File: config.mk
export PLATFORM = sky130hd
export DESIGN_NAME = ps2_scan_decoder
export DESIGN_NICKNAME = d
export VERILOG_FILES = /design/src/rtl/ps2_scan_decoder.sv
export SDC_FILE = /design/constraint.sdc
export NUM_CORES = 1
export LEC_CHECK = 0
export CAP_MARGIN = 20
export CORE_ASPECT_RATIO = 1.25
export CORE_MARGIN = 1
export CORE_UTILIZATION = 50
export CTS_CLUSTER_DIAMETER = 150
export DETAILED_ROUTE_END_ITERATION = 7
export DONT_BUFFER_PORTS = 1
export GPL_TIMING_DRIVEN = 0
export PLACE_DENSITY_LB_ADDON = 0.15
export RECOVER_POWER = 25
export SLEW_MARGIN = 25
export SYNTH_ARGS = -nofsm -noshare
export SYNTH_HDL_FRONTEND = slang
export SYNTH_SLANG_ARGS = --single-unit
File: constraint.sdc
create_clock -name clk100Mhz -period 2.3 [get_ports clk100Mhz]
set_input_delay 0.23 -clock clk100Mhz [delete_from_list [all_inputs] [get_ports clk100Mhz]]
set_output_delay 0.23 -clock clk100Mhz [all_outputs]
set_load 0.05 [all_outputs]
File: src/rtl/ps2_scan_decoder.sv
// PS/2 scan-code decoder: E0/F0 prefix FSM with prefix timeout, FWFT event FIFO and last-make display register.
// Optional held-key repeat suppression: define PS2_SCAN_DECODER_TYPEMATIC_FILTER_EN.
module ps2_scan_decoder #(
  parameter int FIFO_DEPTH     = 8,
  parameter int ADDR_W         = 3,
  parameter int TIMEOUT_CYCLES = 100000
) (
  input  logic       clk100Mhz,
  input  logic       resetN,
  input  logic [7:0] byteIn,
  input  logic       byteValid,
  input  logic       rdEn,
  input  logic       clrOvf,
  output logic [7:0] evCode,
  output logic       evExt,
  output logic       evBreak,
  output logic       evValid,
  output logic       fifoFull,
  output logic       overflow,
  output logic       protoErr,
  output logic [3:0] keyHi,
  output logic [3:0] keyLo,
  output logic       dispEn
);
  localparam int TW = $clog2(TIMEOUT_CYCLES + 1);

  typedef enum logic [1:0] {S_IDLE, S_E0, S_F0, S_E0F0} state_t;

  state_t          r_state, w_next;
  logic [TW-1:0]   r_tcnt;
  logic            w_timeout, w_is_e0, w_is_f0, w_is_noise;
  logic            w_evt, w_ext, w_brk, w_perr, w_push;
  logic            w_wr, w_pop, w_ovf_set;
  logic [ADDR_W-1:0] r_wptr, r_rptr;
  logic [ADDR_W:0]   r_cnt;
  logic [9:0]      r_mem [FIFO_DEPTH];
  logic [9:0]      w_head;
  logic [7:0]      r_last;
  logic            r_disp, r_ovf, r_perr;

  assign w_is_e0    = (byteIn == 8'hE0);
  assign w_is_f0    = (byteIn == 8'hF0);
  assign w_is_noise = (byteIn == 8'h00) || (byteIn == 8'hAA) || (byteIn == 8'hEE) ||
                      (byteIn == 8'hFA) || (byteIn == 8'hFC) || (byteIn == 8'hFE) ||
                      (byteIn == 8'hFF);
  // A byte arriving on the expiry cycle takes precedence over the timeout.
  assign w_timeout  = (r_state != S_IDLE) && !byteValid &&
                      (r_tcnt == TW'(TIMEOUT_CYCLES - 1));

  always_ff @(posedge clk100Mhz or negedge resetN) begin
    if (!resetN) r_state <= S_IDLE;
    else         r_state <= w_next;
  end

  always_comb begin
    w_next = r_state;
    if (w_timeout) w_next = S_IDLE;
    else if (byteValid) begin
      case (r_state)
        S_IDLE:  if (w_is_e0) w_next = S_E0;
                 else if (w_is_f0) w_next = S_F0;
        S_E0:    if (w_is_f0) w_next = S_E0F0;
                 else if (!w_is_e0) w_next = S_IDLE;
        default: w_next = S_IDLE;
      endcase
    end
  end

  always_comb begin
    w_evt  = 1'b0;
    w_ext  = 1'b0;
    w_brk  = 1'b0;
    w_perr = w_timeout;
    if (byteValid) begin
      case (r_state)
        S_IDLE: w_evt = !w_is_e0 && !w_is_f0 && !w_is_noise;
        S_E0: begin
          w_evt = !w_is_e0 && !w_is_f0;
          w_ext = 1'b1;
        end
        S_F0: begin
          w_perr = w_is_e0 || w_is_f0;
          w_evt  = !w_perr;
          w_brk  = 1'b1;
        end
        default: begin
          w_perr = w_is_e0 || w_is_f0;
          w_evt  = !w_perr;
          w_ext  = 1'b1;
          w_brk  = 1'b1;
        end
      endcase
    end
  end

  always_ff @(posedge clk100Mhz or negedge resetN) begin
    if (!resetN) r_tcnt <= '0;
    else if (byteValid || (r_state == S_IDLE) || w_timeout) r_tcnt <= '0;
    else r_tcnt <= r_tcnt + 1'b1;
  end

`ifdef PS2_SCAN_DECODER_TYPEMATIC_FILTER_EN
  logic       r_hvld, r_hext;
  logic [7:0] r_hcode;
  logic       w_match;

  assign w_match = r_hvld && (r_hext == w_ext) && (r_hcode == byteIn);
  assign w_push  = w_evt && !(w_match && !w_brk);

  always_ff @(posedge clk100Mhz or negedge resetN) begin
    if (!resetN) begin
      r_hvld  <= 1'b0;
      r_hext  <= 1'b0;
      r_hcode <= 8'h00;
    end else if (w_evt) begin
      if (w_brk) begin
        if (w_match) r_hvld <= 1'b0;
      end else if (!w_match) begin
        r_hvld  <= 1'b1;
        r_hext  <= w_ext;
        r_hcode <= byteIn;
      end
    end
  end
`else
  assign w_push = w_evt;
`endif

  assign fifoFull  = (r_cnt == (ADDR_W+1)'(FIFO_DEPTH));
  assign evValid   = (r_cnt != '0);
  assign w_pop     = rdEn && evValid;
  // When full, a push is only accepted if a pop frees the head slot in the same cycle.
  assign w_wr      = w_push && (!fifoFull || w_pop);
  assign w_ovf_set = w_push && fifoFull && !w_pop;

  always_ff @(posedge clk100Mhz) begin
    if (w_wr) r_mem[r_wptr] <= {w_ext, w_brk, byteIn};
  end

  always_ff @(posedge clk100Mhz or negedge resetN) begin
    if (!resetN) begin
      r_wptr <= '0;
      r_rptr <= '0;
      r_cnt  <= '0;
    end else begin
      if (w_wr)  r_wptr <= r_wptr + 1'b1;
      if (w_pop) r_rptr <= r_rptr + 1'b1;
      case ({w_wr, w_pop})
        2'b10:   r_cnt <= r_cnt + 1'b1;
        2'b01:   r_cnt <= r_cnt - 1'b1;
        default: r_cnt <= r_cnt;
      endcase
    end
  end

  assign w_head  = evValid ? r_mem[r_rptr] : 10'h000;
  assign evExt   = w_head[9];
  assign evBreak = w_head[8];
  assign evCode  = w_head[7:0];

  always_ff @(posedge clk100Mhz or negedge resetN) begin
    if (!resetN) begin
      r_ovf  <= 1'b0;
      r_perr <= 1'b0;
      r_last <= 8'h00;
      r_disp <= 1'b0;
    end else begin
      if (w_ovf_set)   r_ovf <= 1'b1;
      else if (clrOvf) r_ovf <= 1'b0;
      if (w_perr)      r_perr <= 1'b1;
      else if (clrOvf) r_perr <= 1'b0;
      if (w_wr && !w_brk) begin
        r_last <= byteIn;
        r_disp <= 1'b1;
      end
    end
  end

  assign overflow = r_ovf;
  assign protoErr = r_perr;
  assign keyHi    = r_last[7:4];
  assign keyLo    = r_last[3:0];
  assign dispEn   = r_disp;
endmodule

# Word level (Yosys, flattened, before mapping)
# Memories as Yosys holds them, arrays and structs flattened.
# Cells that the tools add are included.
[classes]
n_reduce_logical = 38
n_mux = 23
add_sub_neg = 5
n_eq_ne = 16
[op_table]
columns = ["operator", "count"]
rows = [
  ["$eq 8x8->1 const B", 8],
  ["$add 17x1->17 const B", 1],
  ["$eq 17x17->1 const B", 1],
  ["$mux 17", 1],
  ["$mux 1", 12],
  ["$mux 2", 6],
  ["$logic_or 1x1->1", 10],
  ["$mux 10", 1],
  ["$reduce_bool 2->1", 5],
  ["$logic_and 1x1->1", 9],
  ["$logic_not 1->1", 8],
  ["$logic_not 8->1", 1],
  ["$ne 4x4->1 const B", 2],
  ["$pmux 4 s2", 1],
  ["$add 3x1->3 const B", 2],
  ["$add 4x1->4 const B", 1],
  ["$eq 2x1->1 const B", 2],
  ["$eq 2x2->1 const B", 2],
  ["$eq 4x4->1 const B", 1],
  ["$pmux 2 s2", 1],
  ["$reduce_bool 4->1", 1],
  ["$reduce_or 2->1", 2],
  ["$sub 4x1->4 const B", 1],
  ["$reduce_and 3->1", 1],
  ["2 further kinds", 2],
]
[totals]
wordCells = 92
mem_count = 1
output_inout_bits = 23
ramBits = 80
reg_bits = 40
input_bits = 13
[memory_table]
columns = ["memory", "depth", "word_bits", "rd", "rd_ports_with_merged_regs", "wr", "line", "source"]
rows = [
  ["r_mem", 8, 10, 1, 0, 1, "36", "logic [9:0] r_mem [FIFO_DEPTH];"],
]

# Logic depth before layout (Yosys ltp)
# Gate-level depths: netlist (run 1).
[logic_depth]
depth_word = 14
ltp_mapped = 11
ltp_nobuf = 11

# Least setup slack after synthesis (run 1)
# OpenSTA, ideal clock, no wires.
[synth_timing]
path_kind = "register to register"
startpoint = "register r_cnt[0]"
endpoint = "register r_last[0]"
path_buffers = 1
synth_period_minus_slack_ns = 3.378
setup_ns = 0.128
arrival_ns = 3.251
slack_ns = -1.078
required_ns = 2.172
path_stages_with_launch = 7
path_cell_list = "dfrtp_1 -> nor4b_1 -> nand2b_1 -> o21a_1 -> nand2b_1 -> buf_4 -> mux2_1"
[synth_via]
elab_chain_cells = 5
elab_cells_between_ends = 7
classes_between = "eq/ne (1); reduce/logical (6)"
[synth_lines]
columns = ["item", "line", "source"]
rows = [
  ["start, declared", "35", "logic [ADDR_W:0] r_cnt;"],
  ["start signal, assigned", "149", "2'b10: r_cnt <= r_cnt + 1'b1;"],
  ["start signal, assigned", "150", "2'b01: r_cnt <= r_cnt - 1'b1;"],
  ["start signal, assigned", "151", "default: r_cnt <= r_cnt;"],
  ["$eq 4x4->1", "129", "assign fifoFull = (r_cnt == (ADDR_W+1)'(FIFO_DEPTH));"],
  ["named net fifoFull", "18", "output logic fifoFull,"],
  ["$logic_not 1->1", "133", "assign w_wr = w_push && (!fifoFull || w_pop);"],
  ["$logic_or 1x1->1", "133", ""],
  ["$logic_and 1x1->1", "133", ""],
  ["$logic_and 1x1->1", "172", "if (w_wr && !w_brk) begin"],
  ["end signal, assigned", "173", "r_last <= byteIn;"],
  ["end, declared", "38", "logic [7:0] r_last;"],
]
# The timed path passes the listed nets, and every way through them passes these cells.
# A chain may end at the register's enable or synchronous reset.

# Final worst setup path (run 1)
[layout_timing]
startpoint = "register r_cnt[1]"
endpoint = "memory r_mem[4][1] (enable)"
[layout_via]
elab_chain_cells = 6
elab_cells_between_ends = 8
classes_between = "eq/ne (1); mux (2); reduce/logical (5)"
[layout_lines]
columns = ["item", "line", "source"]
rows = [
  ["$eq 4x4->1", "129", ""],
  ["named net fifoFull", "18", ""],
  ["$logic_not 1->1", "133", ""],
  ["$logic_or 1x1->1", "133", ""],
  ["$logic_and 1x1->1", "133", ""],
  ["$mux 1", "137", "if (w_wr) r_mem[r_wptr] <= {w_ext, w_brk, byteIn};"],
  ["$mux 1 (not written as such)", "137", ""],
  ["end, declared", "36", ""],
]
# The timed path passes the listed nets, and every way through them passes these cells.

==> key figures, run 1 <==
Synth
  – Synth cell types: 47
  – Sequential area share after synthesis: roughly 67%
  – EDFF count, synth: 80
  – Avg Synthesized Cell Area: ~16 um2
  – Synth Instances: approximately 320
  – Largest area contributor in the netlist: edfxtp_1
  – Prevailing post-synth register cell: edfxtp_1
  – Largest cells by area after synthesis: edfxtp_1 47%, dfrtp_1 20%, mux4_2 8.8%, nor2_1 2.2%, mux2i_1 2.2%
  – Ys async rst share: 33.3%
  – Register bit total from synthesis: 120
  – Mapped Nets: about 340
  – Synth top area share: between 40% and 50%
  – Mapped Area: 5090 um2
  – Yosys warnings: 0

Floorplanning
  – Overall die height: around 110 um
  – Core Box Area: slightly below 10000 um2
  – Initial core utilization: about 52%
  – Die ar.: between 10000 and 15000 um2
  – # rows: 40
  – Die X: between 90 and 100 um
  – I/O pin total: 36

Timing
  – Final Cycle Share: 101%
  – Setup TNS: -204 ps
  – Clk_skew: between 9 and 10 ps
  – Worst Tran Pin Value: just over 1000 ps
  – Rel. slew slack: between 30% and 40%
  – Final Hold Fails: 0
  – Peak Freq: 0.431 GHz
  – Fin crit period: between 2000 and 2500 ps
  – Endpoints failing setup: 15
  – RSZ-0062 raised after global routing: true
  – Fin. max-slew vios: 0
  – Final WS setup: -19.0 ps

Clock tree
  – H-tree level count: 4
  – Clock buffer depth: 2
  – CTS root buffer: clkbuf_16
  – TritonCTS Buffers: 17
  – Clock-pin slew on the worst setup and hold paths: ~50 ps
  – CTS tree: yes
  – Clk sink count: 120
  – Clock Latency Late Sink: about 400 ps

Global route
  – Vias in the first global route: a little over 3000
  – Global-route wire length before repair: roughly 17000 um
  – Tot GR Track Use: 22.1%
  – Aggregate global routing overflow: 0
  – Pin count of the biggest net entering global routing: a little over 40
  – Antenna violations before repair: 0

Critical path
  – Max FO, Critical Path: 6
  – CP Capture Type: register
  – Critical Path RT: around 2500 ps
  – Worst Path Arrival: approximately 2500 ps
  – WS Path Type: reg -> reg
  – Critical Path Start Type: register

Finish
  – Non-Filler Instances: 518
  – Final nets: between 300 and 400
  – Most common cell after layout, fill and taps aside: edfxtp_1
  – Antenna fix cells: 0
  – Share of layout cells above drive strength 1: 32.4%
  – Fillers: between 600 and 700
  – Commonest non-fill, non-tap cells in the layout: 80 x edfxtp_1, 37 x dfrtp_1, 20 x mux4_2, 20 x nor2_1, 17 x clkbuf_16
  – Register area: roughly 3400 um2
  – Multi-input logic area: 1870 um2
  – Area delta synth->final: 28.4%

Route
  – Total Wirelength: around 11000 um
  – Post-route antenna net violation count: 0
  – Via count: 2932
  – Initial DRC count: 205
  – DR DRC count: 0
  – 1st-pass router iterations: 4
  – Post-DR wirelength/cell: between 20 and 25 um
  – Average vias per placed instance: 5.66

Place
  – DPL Wire Length: a little under 7000 um
  – Routability cong.: around 0.75
  – IO buf count: 0
  – Placed cells: approximately 460

Hold path
  – Worst Hold Class: in -> reg

Run status
  – Failing checks: negative setup slack
  – Outcome: finished, violations left

Power and ir drop
  – Pwr/cell area: 1300 nW/um2
  – Peak VDD IR: about 0.00057 V
  – LEAKAGE: 2.41 nW

Run
  – Max-cap viol count: 0
## worst max-delay path, cell delays in order (launching register included)
cell	delay [ps]
dfrtp_2	440
nor4b_4	750
nand2b_1	150
buf_6	170
o21ai_4	100
buf_6	190
nor4b_4	90
buf_6	180
## what timing repair did
| action | 4_1_cts | 5_1_grt |
|---|---|---|
| setup endpoints to repair | 94 | 55 |
| hold buffers | 12 | 0 |
| setup buffers | 9 | 9 |
| endpoints found under the hold margin | 116 | 0 |
| resized for setup | 34 | 28 |
| gates cloned | 1 | 0 |
| pin swaps | 4 | 3 |
## layout make-up
class	count	share of cell area, %
sequential	120	52.1
multi-input combinational	183	28.6
clock buffer	19	6.62
timing repair buffer	37	5.53
clock inverter	13	2.79
tap	126	2.41
buffer	10	1.17
inverter	10	0.785
## state kept, by name, indices dropped and copies added (netlist names)
register  count
r_wptr        3
r_state       2
r_cnt         4
r_last        8
r_rptr        3
overflow      1
r_mem        80
protoErr      1
dispEn        1
r_tcnt       17
## cell families (layout without fill, tap and decap cells)
| family | count (synthesis) | in the layout | synth area share [%] |
|---|---|---|---|
| adder cells (fa/ha/maj) | 6 | 6 | 1.62 |
| buffers and inverters | 20 | 89 | 1.60 |
| XOR/XNOR | 21 | 21 | 3.61 |
| AND/OR/NAND/NOR | 96 | 96 | 9.78 |
| flip-flops | 120 | 120 | 66.8 |
| AO/OA/AOI/OAI | 19 | 19 | 3.27 |
| multiplexers | 41 | 41 | 13.3 |
## cell usage after synthesis (2+ instances only)
master / n
edfxtp_1: 80
dfrtp_1: 40
nor2_1: 30
mux4_2: 20
nand2_1: 17
nand3_1: 12
mux2i_1: 11
xor2_1: 11
inv_1: 10
xnor2_1: 10
mux2_1: 8
and3_1: 6
nor4_1: 6
clkbuf_1: 5
ha_1: 5
nand2b_1: 5
nor4b_1: 5
a21oi_1: 3
nor3_1: 3
o21ai_0: 3
and2_1: 2
buf_1: 2
buf_2: 2
nand4_1: 2
o21ai_2: 2
o21bai_1: 2
## power by group
part	switching [mW]	internal, mW	total (mW)
Combinational	1.69	1.08	2.77
Sequential	0.338	2.65	2.98
Clock	0.869	1.89	2.76
Total	2.90	5.62	8.52
## through the flow
step | area, um2 | power (mW) | hold WS [ps] | util, % | setup WS [ps]
final | 6540 | 8.52 | 10.1 | 67.0 | -19.0
after floorplan | 5130 | 4.79 | -65.6 | - | -168
after global placement | 5290 | 5.11 | -63.7 | 54.2 | -1140
after CTS | 6380 | 8.34 | 0.775 | 65.4 | -60.9
after detailed placement | 5420 | 5.30 | -64.5 | 55.5 | -330
after global routing | 6540 | 8.82 | 8.89 | 67.0 | -105
## path summary, 6_finish.rpt
check / start / endpoint / slack [ps] / depth (start not counted)
min in group asynchronous: resetN / r_rptr[2] / 550 / 2
worst max register to register: r_cnt[1] / r_mem[4][1] / -20 / 7
worst max-delay path: r_cnt[1] / r_mem[4][1] / -20 / 7
worst min-delay path: byteValid / r_state[1] / 10 / 2
max in group asynchronous: resetN / r_cnt[1] / 1060 / 2
worst min register to register: r_tcnt[0] / r_tcnt[0] / 490 / 1
## routing by layer
metal	GRT usage (%)	vias to the layer above	part of all wire [%]
met5	0	-	0
met4	9.69	0	1.3
met3	6.22	8	4.4
met2	38.3	68	54
met1	25.8	1516	40
li1	-	1340	-
(Power assumes the default switching activity.)
==> inputs of run 2 (changes only) <==
- SKIP_CTS_REPAIR_TIMING: unset -> 1
==> key figures, run 2 (same netlist as run 1, synthesis figures left out) <==
Timing
  – Worst Tran Pin Value: 1020 ps
  – Fin crit period: approximately 2300 ps
  – Endpoints failing setup: 0
  – Rel. slew slack: between 30 and 40%
  – RSZ-0062 raised after global routing: true
  – Peak Freq: 0.438 GHz
  – Final Cycle Share: 99.2%
  – Final Hold Fails: 0
  – Clk_skew: between 8 and 9 ps
  – Min Hold Slack: 5.06 ps
  – Fin. max-slew vios: 0

Power and ir drop
  – Sw Pwr: 2.80 mW
  – Clock network fraction of total power: approximately 33%
  – Seq pwr share: 35.6%
  – Logic pwr share: 31.4%
  – Total power: ~8.3 mW
  – Peak VDD IR: roughly 0.00054 V
  – Pwr/cell area: about 1300 nW/um2
  – Internal power: roughly 5.5 mW
  – Switch share: roughly 34%
  – LEAKAGE: approximately 2.4 nW

Critical path
  – Worst path top cell family by delay: simple AND/OR/NAND/NOR gates
  – WS Path Type: reg -> reg
  – Crit path depth: 6
  – CP Capture Type: register
  – Buf/Inv on CP: 2
  – Worst reg-to-reg path cell count: 6
  – Max FO, Critical Path: 5
  – Critical Path Start Type: register
  – Worst Path Arrival: 2440 ps
  – CP peak stage delay: 790 ps
  – Slowest CP cell: nor4b_4
  – Critical Path RT: approximately 2500 ps
  – Crit-path cells: nor4b_4 > nand2b_4 > o21ai_4 > nor4_2 > buf_2 > buf_4

Finish
  – Top flop regs: r_mem (80), r_tcnt (17), r_last (8)
  – Commonest non-fill, non-tap cells in the layout: 80 x edfxtp_1, 37 x dfrtp_1, 20 x mux4_2, 20 x nor2_1, 17 x clkbuf_16
  – Register name with the most flops: r_mem
  – Final nets: about 390
  – Max reg flops: 80
  – Area delta synth->final: 26.6%
  – Most common cell after layout, fill and taps aside: edfxtp_1
  – Share of layout cells above drive strength 1: between 30% and 40%
  – Antenna fix cells: 0

Floorplanning
  – Core Box Area: ~9800 um2
  – Initial core utilization: a little over half
  – I/O pin total: 36
  – # rows: 40
  – Overall die height: between 100 and 150 um
  – Die ar.: between 10000 and 15000 um2
  – Die X: between 90 and 100 um

Clock tree
  – CTS root buffer: clkbuf_16
  – Clock buffer depth: 2
  – TritonCTS Buffers: 17
  – CTS tree: yes
  – Clock-pin slew on the worst setup and hold paths: roughly 50 ps
  – Clock Latency Late Sink: ~400 ps
  – H-tree level count: 4
  – Clk sink count: 120

Route
  – Via count: ~2900
  – Post-DR wirelength/cell: 20.7 um
  – Post-route antenna net violation count: 0
  – 1st-pass router iterations: 4
  – Initial DRC count: 165
  – Average vias per placed instance: ~5.7
  – Total Wirelength: between 10000 and 15000 um
  – DR DRC count: 0

Global route
  – Aggregate global routing overflow: 0
  – Global-route wire length before repair: ~16000 um
  – Tot GR Track Use: 20.5%
  – Antenna violations before repair: 0
  – Pin count of the biggest net entering global routing: 41
  – Vias in the first global route: approximately 3000

Run status
  – Outcome: finished clean

Place
  – DPL Wire Length: approximately 6700 um
  – IO buf count: 0
  – Routability cong.: approximately 0.75

Hold path
  – Hold path depth: 2
  – Worst Hold Class: in -> reg

Run
  – Max-cap viol count: 0
run 2: changes by cell type in the layout (fill, tap and decap cells not counted), moves of 2 or more:
cell    delta
nor4_2     +2
buf_2      +2
buf_4      -5
nor3_4     -2
buf_6      -3
mux2_1     +2
mux2_4     -2
nor4_4     -2
nor3_2     +2
run 2: layer usage:
metal  global-route usage (%)  wire, um  part of all wire [%]
met4                     8.75       166                   1.6
met5                        0         0                     0
met1                     23.2      4290                    40
met2                     36.0      5700                    54
met3                     6.61       471                   4.4
run 2: per-stage QoR:
stage                     utilization (%)  setup slack (ps)  std cells  TNS (ps)  cell area [um2]
after detailed placement             55.5              -330        457    -14140             5420
after global routing                 66.1             -44.2        513      -608             6450
after CTS                            61.8              -567        489    -17240             6030
after floorplan                         -              -168        323     -3470             5130
after global placement               54.2             -1140        449    -60770             5290
final                                66.1              17.5        513         0             6450
run 2: final timing paths:
path / from / end / slack, ps
setup / recovery: r_cnt[1] / r_mem[1][9] / 20
hold / removal: byteValid / r_state[1] / 5
setup reg to reg: r_cnt[1] / r_mem[1][9] / 20
hold reg to reg: r_tcnt[0] / r_tcnt[0] / 490
max in group asynchronous: resetN / r_cnt[0] / 1060
min in group asynchronous: resetN / r_rptr[2] / 550
run 2: power groups by stage:
stage                     clock network [mW]  logic (mW)  registers, mW
after floorplan                            0        1.87           2.91
after global placement                     0        2.16           2.95
after detailed placement                   0        2.32           2.98
after CTS                               2.79        2.32           2.94
after global routing                    2.88        2.78           3.00
final                                   2.76        2.62           2.97
run 2: final cells by class:
class                           count  area, um2
Inverter                           10       51.3
Buffer                             10       70.1
Sequential cell                   120       3410
Timing Repair Buffer               31        300
Multi-Input combinational cell    184       1850
Clock buffer                       19        433
Fill cell                         683       3310
Tap cell                          126        158
Clock inverter                     13        183
